<file path="config.mk">
export PLATFORM = sky130hd
export DESIGN_NAME = max_pool_2x2_flat
export DESIGN_NICKNAME = d
export VERILOG_FILES = /design/src/rtl/max_pool_2x2_if.sv /design/src/rtl/max_pool_2x2.sv /design/src/flat_wrapper.sv
export SDC_FILE = /design/constraint.sdc
export NUM_CORES = 1
export LEC_CHECK = 0
export ABC_AREA = 1
export BUFFER_PORTS_ARGS = -buffer_cell sky130_fd_sc_hd__buf_4
export CAP_MARGIN = 30
export CELL_PAD_IN_SITES_DETAIL_PLACEMENT = 0
export CELL_PAD_IN_SITES_GLOBAL_PLACEMENT = 1
export CORE_ASPECT_RATIO = 1.2
export CORE_UTILIZATION = 50
export DETAILED_ROUTE_END_ITERATION = 16
export PLACE_DENSITY_LB_ADDON = 0.1
export SYNTH_ARGS = -nofsm -noshare
export SYNTH_HDL_FRONTEND = slang
export SYNTH_SLANG_ARGS = --single-unit
</file>
<file path="constraint.sdc">
create_clock -name clk -period 4.15 [get_ports clk]
set_input_delay 0.6225 -clock clk [delete_from_list [all_inputs] [get_ports clk]]
set_output_delay 0.6225 -clock clk [all_outputs]
set_load 0.03 [all_outputs]
</file>
<file path="src/rtl/max_pool_2x2_if.sv">
// Sample stream into the 2x2 max-pool stage and the pooled stream out of it.
interface max_pool_2x2_if #(
    parameter int unsigned DATA_W = 25,
    parameter int unsigned MAP_W  = 26,
    parameter int unsigned MAP_H  = 26
);
    localparam int unsigned CNT_W = $clog2(MAP_W * MAP_H / 4 + 1);

    logic                     start_conv;
    logic signed [DATA_W-1:0] in;
    logic                     in_valid;
    logic signed [DATA_W-1:0] out;
    logic                     out_valid;
    logic                     frame_done;
    logic [CNT_W-1:0]         pool_cnt;

    // Upstream (ReLU stage / bench) side.
    modport master (
        output start_conv, in, in_valid,
        input  out, out_valid, frame_done, pool_cnt
    );

    // Pooling block side.
    modport slave (
        input  start_conv, in, in_valid,
        output out, out_valid, frame_done, pool_cnt
    );
endinterface

</file>
<file path="src/rtl/max_pool_2x2.sv">
// 2x2 stride-2 max pooling over a raster-ordered feature map.
// Even rows store pairwise maxima in a half-width line buffer; odd rows
// combine them with their own pairwise maxima to emit one pooled sample.
module max_pool_2x2 #(
    parameter int unsigned DATA_W = 25,
    parameter int unsigned MAP_W  = 26,
    parameter int unsigned MAP_H  = 26
) (
    input  logic           clk,
    input  logic           rst_n,
    max_pool_2x2_if.slave  bus
);
    localparam int unsigned HALF_W = MAP_W / 2;
    localparam int unsigned COL_W  = (MAP_W > 1) ? $clog2(MAP_W) : 1;
    localparam int unsigned ROW_W  = (MAP_H > 1) ? $clog2(MAP_H) : 1;
    localparam int unsigned IDX_W  = (HALF_W > 1) ? $clog2(HALF_W) : 1;
    localparam int unsigned CNT_W  = $clog2(MAP_W * MAP_H / 4 + 1);

    logic [COL_W-1:0]         col_q, col_d;
    logic [ROW_W-1:0]         row_q, row_d;
    logic signed [DATA_W-1:0] hold_q, hold_d;
    logic signed [DATA_W-1:0] out_q, out_d;
    logic                     out_valid_q, out_valid_d;
    logic                     frame_done_q, frame_done_d;
    logic [CNT_W-1:0]         pool_cnt_q, pool_cnt_d;

    logic signed [DATA_W-1:0] linebuf_q [HALF_W];
    logic                     lb_we;
    logic [IDX_W-1:0]         lb_idx;
    logic signed [DATA_W-1:0] lb_rd;
    logic signed [DATA_W-1:0] pmax;
    logic signed [DATA_W-1:0] win_max;
    logic                     last_col;
    logic                     last_row;

    // Datapath helpers: pair maximum, window maximum, position flags.
    always_comb begin
        lb_idx   = IDX_W'(col_q >> 1);
        lb_rd    = linebuf_q[lb_idx];
        pmax     = (bus.in > hold_q) ? bus.in : hold_q;
        win_max  = (lb_rd > pmax) ? lb_rd : pmax;
        last_col = (col_q == COL_W'(MAP_W - 1));
        last_row = (row_q == ROW_W'(MAP_H - 1));
    end

    // Next-state: position counters, hold register, output and pool count.
    always_comb begin
        col_d        = col_q;
        row_d        = row_q;
        hold_d       = hold_q;
        out_d        = out_q;
        out_valid_d  = 1'b0;
        frame_done_d = 1'b0;
        pool_cnt_d   = pool_cnt_q;
        lb_we        = 1'b0;

        if (!bus.start_conv) begin
            col_d      = '0;
            row_d      = '0;
            pool_cnt_d = '0;
        end else if (bus.in_valid) begin
            // First sample of a frame restarts the pooled-sample count.
            if ((row_q == '0) && (col_q == '0)) begin
                pool_cnt_d = '0;
            end

            if (!col_q[0]) begin
                hold_d = bus.in;
            end else if (!row_q[0]) begin
                lb_we = 1'b1;
            end else begin
                out_d       = win_max;
                out_valid_d = 1'b1;
                pool_cnt_d  = pool_cnt_q + CNT_W'(1);
            end

            if (last_col) begin
                col_d = '0;
                if (last_row) begin
                    row_d        = '0;
                    frame_done_d = 1'b1;
                end else begin
                    row_d = row_q + ROW_W'(1);
                end
            end else begin
                col_d = col_q + COL_W'(1);
            end
        end
    end

    // State and output registers.
    always_ff @(posedge clk or negedge rst_n) begin
        if (!rst_n) begin
            col_q        <= '0;
            row_q        <= '0;
            hold_q       <= '0;
            out_q        <= '0;
            out_valid_q  <= 1'b0;
            frame_done_q <= 1'b0;
            pool_cnt_q   <= '0;
        end else begin
            col_q        <= col_d;
            row_q        <= row_d;
            hold_q       <= hold_d;
            out_q        <= out_d;
            out_valid_q  <= out_valid_d;
            frame_done_q <= frame_done_d;
            pool_cnt_q   <= pool_cnt_d;
        end
    end

    // Line buffer of even-row pair maxima; contents need no reset.
    always_ff @(posedge clk) begin
        if (lb_we) begin
            linebuf_q[lb_idx] <= pmax;
        end
    end

    assign bus.out        = out_q;
    assign bus.out_valid  = out_valid_q;
    assign bus.frame_done = frame_done_q;
    assign bus.pool_cnt   = pool_cnt_q;
endmodule
</file>
<file path="src/flat_wrapper.sv">
// flat-port wrapper written by rule: the top's interface ports become plain ports
module max_pool_2x2_flat 
#(
    parameter int unsigned DATA_W = 25,
    parameter int unsigned MAP_W  = 26,
    parameter int unsigned MAP_H  = 26
)
  (clk, rst_n, bus_start_conv, bus_in, bus_in_valid, bus_out, bus_out_valid, bus_frame_done, bus_pool_cnt);
  max_pool_2x2_if #(.DATA_W(DATA_W), .MAP_W(MAP_W), .MAP_H(MAP_H)) bus_i ();
  input  logic clk;
  input  logic rst_n;
  input wire logic [$bits(bus_i.start_conv)-1:0] bus_start_conv;
  input wire logic [$bits(bus_i.in)-1:0] bus_in;
  input wire logic [$bits(bus_i.in_valid)-1:0] bus_in_valid;
  output wire logic [$bits(bus_i.out)-1:0] bus_out;
  output wire logic [$bits(bus_i.out_valid)-1:0] bus_out_valid;
  output wire logic [$bits(bus_i.frame_done)-1:0] bus_frame_done;
  output wire logic [$bits(bus_i.pool_cnt)-1:0] bus_pool_cnt;
  assign bus_i.start_conv = bus_start_conv;
  assign bus_i.in = bus_in;
  assign bus_i.in_valid = bus_in_valid;
  assign bus_out = bus_i.out;
  assign bus_out_valid = bus_i.out_valid;
  assign bus_frame_done = bus_i.frame_done;
  assign bus_pool_cnt = bus_i.pool_cnt;
  max_pool_2x2 #(.DATA_W(DATA_W), .MAP_W(MAP_W), .MAP_H(MAP_H)) u_core (.clk(clk), .rst_n(rst_n), .bus(bus_i));
endmodule
</file>
; ---- Yosys cells after proc, flatten, opt, wreduce, memory -nomap -nowiden
; Memories as Yosys holds them, arrays and structs flattened.
; Cells that the tools add are included.
[word_totals]
ff_bits = 70
ram_bits = 325
input_bits = 29
output_inout_bits = 35
mem_count = 1
[mem_list]
columns = name, words, width, read_ports, rd_clocked_by_memory_dff, wr, line
row1 = u_core.linebuf_q, 13, 25, 1, 0, 1, max_pool_2x2.sv:27  ; logic signed [DATA_W-1:0] linebuf_q [HALF_W];
[op_classes]
n_addsub = 3
n_lt_le_gt_ge = 2
n_eq_ne = 4
muxes = 28
bitwise = 1
n_reduce_logical = 6
[op_table]
columns = cell, count
row1 = greater-than comparator 25 bit, 2
row2 = 2-to-1 mux 25 bit, 2
row3 = 2-to-1 mux 8 bit, 5
row4 = 2-to-1 mux 5 bit, 7
row5 = 2-to-1 mux 1 bit, 14
row6 = adder 5 x 1 -> 5 bit (second input constant), 2
row7 = equality test 5 bit (second input constant), 2
row8 = logical NOT 5 bit, 2
row9 = adder 8 x 1 -> 8 bit (second input constant), 1
row10 = inequality test 2 x 1 -> 1 bit (second input constant), 2
row11 = AND reduction 4 bit, 1
row12 = AND reduction 3 bit, 1
row13 = AND reduction 2 bit, 1
row14 = logical AND 1 bit, 1
row15 = inverter 1 bit, 1

; ---- Logic depth before layout (Yosys ltp)
; Gate-level depths: netlist of the first run.
[depth]
ltp_word = 7
depth_mapped = 32
mapped_depth_nobuf = 30

; ---- Least setup slack after synthesis of the first run
; OpenSTA, ideal clock, no wires.
[synth_timing]
path_kind = input to register
startpoint = in bus_in[24]
endpoint = reg u_core.out_q[0] (netlist: u_core.bus.out[0])
setup_ns = 0.117
arrival_ns = 3.631
t_required_ns = 4.033
slack_ns = 0.402
path_stages = 22
path_cell_list = ha_1 > a21o_1 > nor2_1 > and2_1 > nand3_2 > nand2_4 > buf_2 > nand3_1 > nand2_1 > inv_1 > ha_1 > nand2_1 > inv_1 > nand2_1 > nand2_1 > a21oi_1 > nand4_2 > nand2_2 > buf_2 > nand3_1 > nand2_1 > nand2_1
[synth_between]
elab_chain_cells = 4
[synth_rtl]
columns = item, line
row1 = start: declaration, flat_wrapper.sv:13  ; input wire logic [$bits(bus_i.in)-1:0] bus_in;
row2 = greater-than comparator 25 bit, max_pool_2x2.sv:40  ; pmax = (bus.in > hold_q) ? bus.in : hold_q;
row3 = 2-to-1 mux 25 bit, max_pool_2x2.sv:40
row4 = via u_core.pmax[20], max_pool_2x2.sv:31  ; logic signed [DATA_W-1:0] pmax;
row5 = greater-than comparator 25 bit, max_pool_2x2.sv:41  ; win_max = (lb_rd > pmax) ? lb_rd : pmax;
row6 = 2-to-1 mux 25 bit, max_pool_2x2.sv:41
row7 = end signal: assignment, max_pool_2x2.sv:105  ; out_q <= out_d;
row8 = end: declaration, max_pool_2x2.sv:22  ; logic signed [DATA_W-1:0] out_q, out_d;
; The timed path passes the listed nets, and every way through them passes these cells.
; A chain may end at the register's enable or synchronous reset.

; ---- Worst setup path in the final report of the first run
[layout_timing]
startpoint = reg u_core.hold_q[20]
endpoint = reg u_core.out_q[18] (netlist: u_core.bus.out[18])
[layout_between]
elab_chain_cells = 4
[layout_rtl]
columns = item, line
row1 = start: declaration, max_pool_2x2.sv:21  ; logic signed [DATA_W-1:0] hold_q, hold_d;
row2 = start signal: assignment, max_pool_2x2.sv:104  ; hold_q <= hold_d;
row3 = greater-than comparator 25 bit, max_pool_2x2.sv:40
row4 = 2-to-1 mux 25 bit, max_pool_2x2.sv:40
row5 = via u_core.pmax[22], max_pool_2x2.sv:31
row6 = greater-than comparator 25 bit, max_pool_2x2.sv:41
row7 = 2-to-1 mux 25 bit, max_pool_2x2.sv:41
; The timed path passes the listed nets, and every way through them passes these cells.

==> results of run 1 <==
worst reg2reg max path, cell delays in order (launching register included):
cell and delay [ns]:
dfrtp_1 0.37, inv_1 0.07, ha_1 0.29, nand2_1 0.12
inv_1 0.05, nand2_1 0.06, nand2_1 0.05, nand2_1 0.05
and2_1 0.24, nand3_2 0.12, nand2_4 0.09, buf_4 0.19
nand3_1 0.12, nand2_1 0.15, inv_1 0.06, ha_1 0.29
nand2_1 0.08, nor2_2 0.19, nand3_1 0.16, nor3_1 0.16
nand2_1 0.10, nand4_2 0.13, buf_4 0.19, nand3_1 0.09
nand2_1 0.08, inv_1 0.04, nand2_1 0.07, nand2_1 0.05
logic make-up after synthesis:
logic type / count (synthesis)
adders and majority gates: 57
and+or+nand+nor: 785
DFF: 395
AOI/OAI and AO/OA: 173
buffers and inverters: 219
Yosys cell counts (18+ instances only):
cell type / count
a22oi_1: 87
ha_1: 57
nand3_1: 92
edfxtp_1: 325
nor2_1: 74
a21oi_1: 43
buf_2: 28
dfrtp_1: 70
nand2_1: 534
inv_1: 151
o21ai_0: 18
nand4_1: 33
area by class of cell:
| cell class | instances | area share |
|---|---|---|
| Sequential cell | 395 | 0.5614 |
| Multi-Input combinational cell | 1015 | 0.2593 |
| Timing Repair Buffer | 143 | 0.06017 |
| Clock buffer | 48 | 0.05181 |
| Inverter | 156 | 0.02856 |
| Tap cell | 462 | 0.02819 |
| Clock inverter | 20 | 0.01062 |
report_power, final:
part	leakage [µW]	total, µW	internal (µW)	switching [µW]
combinational	0.00421	2570	906	1660
sequential	0.00380	4920	4800	125
clock	0.000626	3560	2120	1440
sequential cells by signal, summed over array words and instances (netlist names):
register	cells
u_core.col_q	5
u_core.bus.out_valid	1
u_core.hold_q	25
u_core.linebuf_q	325
u_core.bus.frame_done	1
u_core.bus.pool_cnt	8
u_core.bus.out	25
u_core.row_q	5
routing by layer:
layer / wire [µm] / part of all wire / up-vias / track usage
met4: 756 / 0.018 / 0 / 0.05838
li1: - / - / 5823 / -
met1: 18880 / 0.45 / 5758 / 0.3396
met3: 2534 / 0.060 / 59 / 0.02814
met2: 20210 / 0.48 / 339 / 0.3981
met5: 0 / 0 / - / 0
repair_timing:
action | in CTS | in global routing
gates resized for setup | 0 | 3
setup endpoints to repair | 0 | 25
hold buffers | 0 | 1
hold endpoints to repair | 0 | 4
path summary, 6_finish.rpt:
kind / start / endpoint / slack (ns) / cells after the start
max: u_core.hold_q[20] / u_core.bus.out[18] / 0.40 / 27
min: bus_in[19] / u_core.hold_q[19] / 0.35 / 3
min reg2reg: u_core.bus.out[6] / u_core.bus.out[6] / 0.48 / 2
min in group asynchronous: rst_n / u_core.bus.pool_cnt[3] / 0.43 / 2
max in group asynchronous: rst_n / u_core.bus.out[8] / 3.16 / 3
max reg2reg: u_core.hold_q[20] / u_core.bus.out[18] / 0.40 / 27
through the flow:
step	util	instance area [µm²]	worst slack (ns)	power, µW
2_1_floorplan	-	17710	0.4023	6524
6_report	0.5874	20500	0.4007	11050
3_3_place_gp	0.5493	19180	-0.1390	7533
4_1_cts	0.5860	20460	0.1612	11120
5_1_grt	0.5874	20500	0.01854	11570
3_5_place_dp	0.5493	19180	-0.1732	7572
==> impl_metrics.json, run 1 <==
{
  "hold_class": "in -> reg",
  "path_delay_family": "simple AND/OR/NAND/NOR gates",
  "fmax_mhz": 266.7,
  "synth_mux_area_frac": 0,
  "worst-path-buf-inv": 6,
  "cts_made_buffers": 39,
  "fin_crit_ns": 3.749,
  "drtIter0Drc": 880,
  "insertion_delay_ns": 0.53,
  "maxSlewViolCount": 0,
  "cts_max_level": 2,
  "area_growth_pct": 15.76,
  "synth_area_leaders": "edfxtp_1, nand2_1, dfrtp_1",
  "tns_ns": 0,
  "gp_congestion": 0.7907,
  "synth_area_per_cell_um2": 10.87,
  "grt_pass1_vias": 11774,
  "synth_top_cell_area_share": 0.5510,
  "grt_start_max_net_pins": 71,
  "p_leak_uw": 0.008634,
  "die_h_um": 208.2,
  "synth_compound_area_frac": 0.06866,
  "fillers": 2980,
  "cp_slowest_stage_delay_ns": 0.37,
  "synthSimpleGateAreaFrac": 0.1869,
  "ir_worst_vdd_v": 0.0003090,
  "synth_edf_count": 325,
  "post-cts-setup-buffers": 0,
  "dieWidth_um": 173.8,
  "core-area_mm2": 0.03491,
  "initial_core_util": 0.5074,
  "n_antenna_cell": 0,
  "setup_violations": 0,
  "dr.pass1.iters": 5,
  "cp.arrival_ns": 4.18,
  "yosysWarnings": 0,
  "syn_inst": 1629,
  "maxCapViolCount": 0,
  "nets": 1836,
  "synth_ff_type": "edfxtp_1",
  "cts_tree": "done",
  "grt_use_total": 0.2403,
  "slew_headroom": 0.5414,
  "powerDensity_mw_per_mm2": 538.8,
  "die_area_mm2": 0.03619,
  "start_kind": "register",
  "multiInputGateArea_mm2": 0.005316,
  "cp.required_ns": 4.58,
  "detail-route-antenna-nets": 0,
  "fin_crit_sh": 0.9034,
  "synth_xor_area_frac": 0,
  "post-place-cells": 2169,
  "synthArstFlopShare": 0.1772,
  "drive_above_1_share": 0.1503,
  "grt-ovfl-total": 0,
  "io-pin-count": 64,
  "hpwl_um": 26520,
  "cp_common_cell": "nand2_1",
  "stdcell_count": 2239,
  "fin_worst_skew_ns": 0.009208,
  "cpMaxStageDelayCell": "dfrtp_1",
  "critical_path_class": "reg -> reg",
  "layout_commonest_cell": "nand2_1",
  "endpoint_kind": "register",
  "hold_ws_ns": 0.3518,
  "root_buffer": "clkbuf_16",
  "rsz0062_at_grt": "false",
  "drt-wirelength-per-cell_um": 18.93,
  "clockBufferDepth": 3,
  "drcViolationCount": 0,
  "drt_wl_total_um": 42380,
  "synthAdderAreaFrac": 0.04026,
  "status": "finished clean",
  "cts_num_sinks": 395,
  "row_count": 75,
  "io_buffers": 63,
  "clk_pin_slew_ns": 0.06,
  "mostFrequentLayoutCells": "nand2_1, edfxtp_1, inv_1",
  "ys_types": 40,
  "grt_pass1_wl_um": 66630,
  "synthesis.nets": 1715,
  "syn_area_mm2": 0.01771,
  "vias": 11979,
  "yosysTopAreaCell": "edfxtp_1",
  "avgViaCountPerCell": 5.350,
  "timing_hold_violations_final": 0,
  "crit_path_max_fanout": 12,
  "ys_seq_area_frac": 0.6499,
  "regArea_mm2": 0.01151,
  "synth_top_family_by_area": "simple AND/OR/NAND/NOR gates",
  "ys_seq_elements": 395,
  "worst_pin_slew_ns": 0.6871,
  "grt_antenna_before_repair": 0
}
Note: power is estimated with default switching activity, not from simulation.
==> run 2: changes to the inputs <==
--- a/config.mk
+++ b/config.mk
@@ -5,13 +5,12 @@
 export SDC_FILE = /design/constraint.sdc
 export NUM_CORES = 1
 export LEC_CHECK = 0
-export ABC_AREA = 1
 export BUFFER_PORTS_ARGS = -buffer_cell sky130_fd_sc_hd__buf_4
 export CAP_MARGIN = 30
 export CELL_PAD_IN_SITES_DETAIL_PLACEMENT = 0
 export CELL_PAD_IN_SITES_GLOBAL_PLACEMENT = 1
 export CORE_ASPECT_RATIO = 1.2
-export CORE_UTILIZATION = 50
+export CORE_UTILIZATION = 53
 export DETAILED_ROUTE_END_ITERATION = 16
 export PLACE_DENSITY_LB_ADDON = 0.1
 export SYNTH_ARGS = -nofsm -noshare
==> run 2 against run 1 <==
  * The flow now finishes with violations (setup timing)
  * Clock skew increased by 0.0086 ns
  * Non-clock buffer count increased by 68
  * Design area up 5.4%
  * Clock-buffer cell count up 2
  * Flip-flop and latch count unchanged
  * Via count fell by 14%
  * Setup slack lost 0.45 ns
  * Sequential share of layout area decreased by 2.8 points
  * Maximum frequency shrank 11%
  * Worst hold slack worse by 0.26 ns
  * Combinational power shrank 14%
==> impl_metrics.json, run 2 <==
{
  "grt_start_max_net_pins": 50,
  "worst_pin_slew_ns": 0.8737,
  "die_area_mm2": 0.03370,
  "synthArstFlopShare": 0.1772,
  "root_buffer": "clkbuf_16",
  "endpoint_kind": "register",
  "detail-route-antenna-nets": 0,
  "syn_inst": 1059,
  "largest_reg_flops": 325,
  "nets": 1338,
  "n_antenna_cell": 0,
  "setup_ws_ns": -0.05029,
  "start_kind": "register",
  "synthesis.nets": 1145,
  "fin_util": 0.6684,
  "avgViaCountPerCell": 6.091,
  "timing_hold_violations_final": 0,
  "tns_ns": -0.5663,
  "initial_core_util": 0.5402,
  "synth_common_cells": "edfxtp_1, mux4_2, dfrtp_1, inv_1, ha_1",
  "r2r-end": "u_core.bus.out[14]",
  "synth_top_cell_area_share": 0.5586,
  "status": "complete, but fails checks",
  "hpwl_um": 24760,
  "crit_path_max_fanout": 7,
  "synth_ff_type": "edfxtp_1",
  "hold_class": "in -> async",
  "synth_top_family_by_area": "multiplexers",
  "seqPwrFrac": 0.447,
  "ys_seq_elements": 395,
  "cts_max_level": 2,
  "drt_wl_total_um": 41650,
  "timing.rr.start": "u_core.hold_q[19]",
  "critical_path_class": "reg -> reg",
  "yosysTopAreaCell": "edfxtp_1",
  "crit_path_end": "u_core.bus.out[14]",
  "powerDensity_mw_per_mm2": 488.3,
  "die_h_um": 200.9,
  "area_growth_pct": 23.72,
  "cp.required_ns": 4.56,
  "switching_share": 0.2610,
  "vias": 10288,
  "grt_pass1_vias": 10361,
  "clockBufferDepth": 3,
  "fmax_mhz": 238.1,
  "dpl-instance-area_mm2": 0.01928,
  "maxSlewViolCount": 0,
  "power.total_uw": 10550,
  "drtIter0Drc": 888,
  "startpoint": "u_core.hold_q[19]",
  "synthSimpleGateAreaFrac": 0.06710,
  "clk_pin_slew_ns": 0.07,
  "ir_worst_vdd_v": 0.0003915,
  "grt-ovfl-total": 0,
  "violations": "setup timing",
  "fin_crit_sh": 1.012,
  "cp.arrival_ns": 4.61,
  "synth_compound_area_frac": 0.05844,
  "maxCapViolCount": 0,
  "grt_pass1_wl_um": 62000,
  "io-pin-count": 64,
  "layout_commonest_cell": "edfxtp_1",
  "syn_area_mm2": 0.01747,
  "cts_num_sinks": 395,
  "gp_congestion": 0.8315,
  "grt_use_total": 0.2493,
  "p_leak_uw": 0.007675,
  "drcViolationCount": 0,
  "mostFrequentLayoutCells": "edfxtp_1, buf_4, mux4_2",
  "regMostFlops": "u_core.linebuf_q",
  "synth_edf_count": 325,
  "fin_worst_skew_ns": 0.01781,
  "grt_antenna_before_repair": 0,
  "p_int_uw": 7800,
  "row_count": 72,
  "worstRegToRegCells": 20,
  "dr.pass1.iters": 5,
  "drive_above_1_share": 0.3916,
  "place_ws_ns": -0.3242,
  "insertion_delay_ns": 0.55,
  "synth_area_leaders": "edfxtp_1, mux4_2, dfrtp_1",
  "setup_violations": 24,
  "io_buffers": 63,
  "synth_area_per_cell_um2": 16.50,
  "dieWidth_um": 167.7,
  "yosysWarnings": 0,
  "cts_tree": "done",
  "core-area_mm2": 0.03234,
  "final_area_mm2": 0.02162,
  "slew_headroom": 0.4175,
  "fin_crit_ns": 4.200,
  "synth_xor_area_frac": 0.001504,
  "ys_types": 52,
  "rsz0062_at_grt": "true",
  "r2r_slack_ns": -0.05,
  "ys_seq_area_frac": 0.6588,
  "p_comb_frac": 0.208,
  "synthAdderAreaFrac": 0.04082,
  "p_clk_frac": 0.345,
  "drt-wirelength-per-cell_um": 24.66,
  "synth.most_common_cell": "edfxtp_1",
  "power.switching_uw": 2755,
  "synth_mux_area_frac": 0.1455,
  "cts_made_buffers": 41
}
[run 2: cell count changes in the layout (fill, tap and decap cells not counted), moves of 56 or more]
cell and delta:
nand2_1 -484, mux4_2 +100, inv_1 -98, a22oi_1 -83, nand3_1 -61, buf_4 +56
[run 2: cell type report]
class                      count  area (µm²)
inverter                      59       221.5
clock inverter                23       220.2
fill                        2294       10730
clock buffer                  50        1102
multi-input combinational    544        6155
sequential                   395       11520
timing repair buffer         211        1887
tap                          407       509.2
[run 2: repair_timing]
action                                 CTS  global route
endpoints found under the hold margin    0             0
setup endpoints to repair                7            25
gates cloned                             1             4
gates resized for setup                 20            87
setup buffers                            8            23
hold buffers                             0             0
pin swaps                               21            54
[run 2: power groups by stage]
stage	logic [µW]	registers (µW)	clock network, µW
floorplan	997	4780	0
global placement	1690	4790	0
detailed placement	1720	4790	0
CTS	1790	4710	3710
global route	2380	4720	3880
finish	2200	4720	3640
[run 2: how the worst min path moves through the flow]
| stage | slack [ns] | to | startpoint |
|---|---|---|---|
| final | 0.09 | u_core.hold_q[19] | rst_n |
| after global routing | 0.14 | u_core.hold_q[19] | rst_n |
| after CTS | 0.10 | u_core.hold_q[19] | rst_n |
| after detailed placement | 0.49 | u_core.row_q[4] | u_core.row_q[4] |
| after global placement | 0.49 | u_core.bus.out[22] | u_core.bus.out[22] |
| after floorplan | 0.33 | u_core.bus.frame_done | rst_n |
[run 2: cell families (layout without fill, tap and decap cells)]
| family | count (synthesis) | count (layout) |
|---|---|---|
| buffers and inverters | 120 | 343 |
| xor gates and xnor gates | 3 | 3 |
| adders and majority gates | 57 | 57 |
| DFF | 395 | 395 |
| AOI/OAI and AO/OA | 141 | 141 |
| and+or+nand+nor | 217 | 217 |
| muxes | 126 | 126 |
[run 2: stage by stage]
stage	hold slack [ns]	instances
CTS	0.1043	1662
global placement	0.4905	1580
detailed placement	0.4920	1580
finish	0.09466	1689
global route	0.1355	1689
floorplan	0.3269	1059
[run 2: critical path, cell delays in order (launching register included)]
cell	delay [ns]
dfrtp_1	0.37
inv_2	0.06
ha_4	0.27
nand4_1	0.26
nor4_4	0.37
buf_4	0.16
nand2b_4	0.06
or2_4	0.31
buf_12	0.17
a41oi_2	0.14
and2_4	0.19
ha_4	0.13
nand4_1	0.18
nor4_4	0.36
buf_4	0.16
o31ai_2	0.05
and3_4	0.18
o21ai_4	0.18
or2_4	0.22
clkbuf_16	0.17
o211ai_1	0.09
[run 2: layer usage]
layer | vias up | share of wire | global-route usage | wire, µm
met3 | 55 | 0.056 | 0.04692 | 2314
met4 | 0 | 0.019 | 0.07012 | 806
li1 | 4615 | - | - | -
met5 | - | 0 | 0 | 0
met2 | 307 | 0.50 | 0.4080 | 20890
met1 | 5311 | 0.42 | 0.3440 | 17640
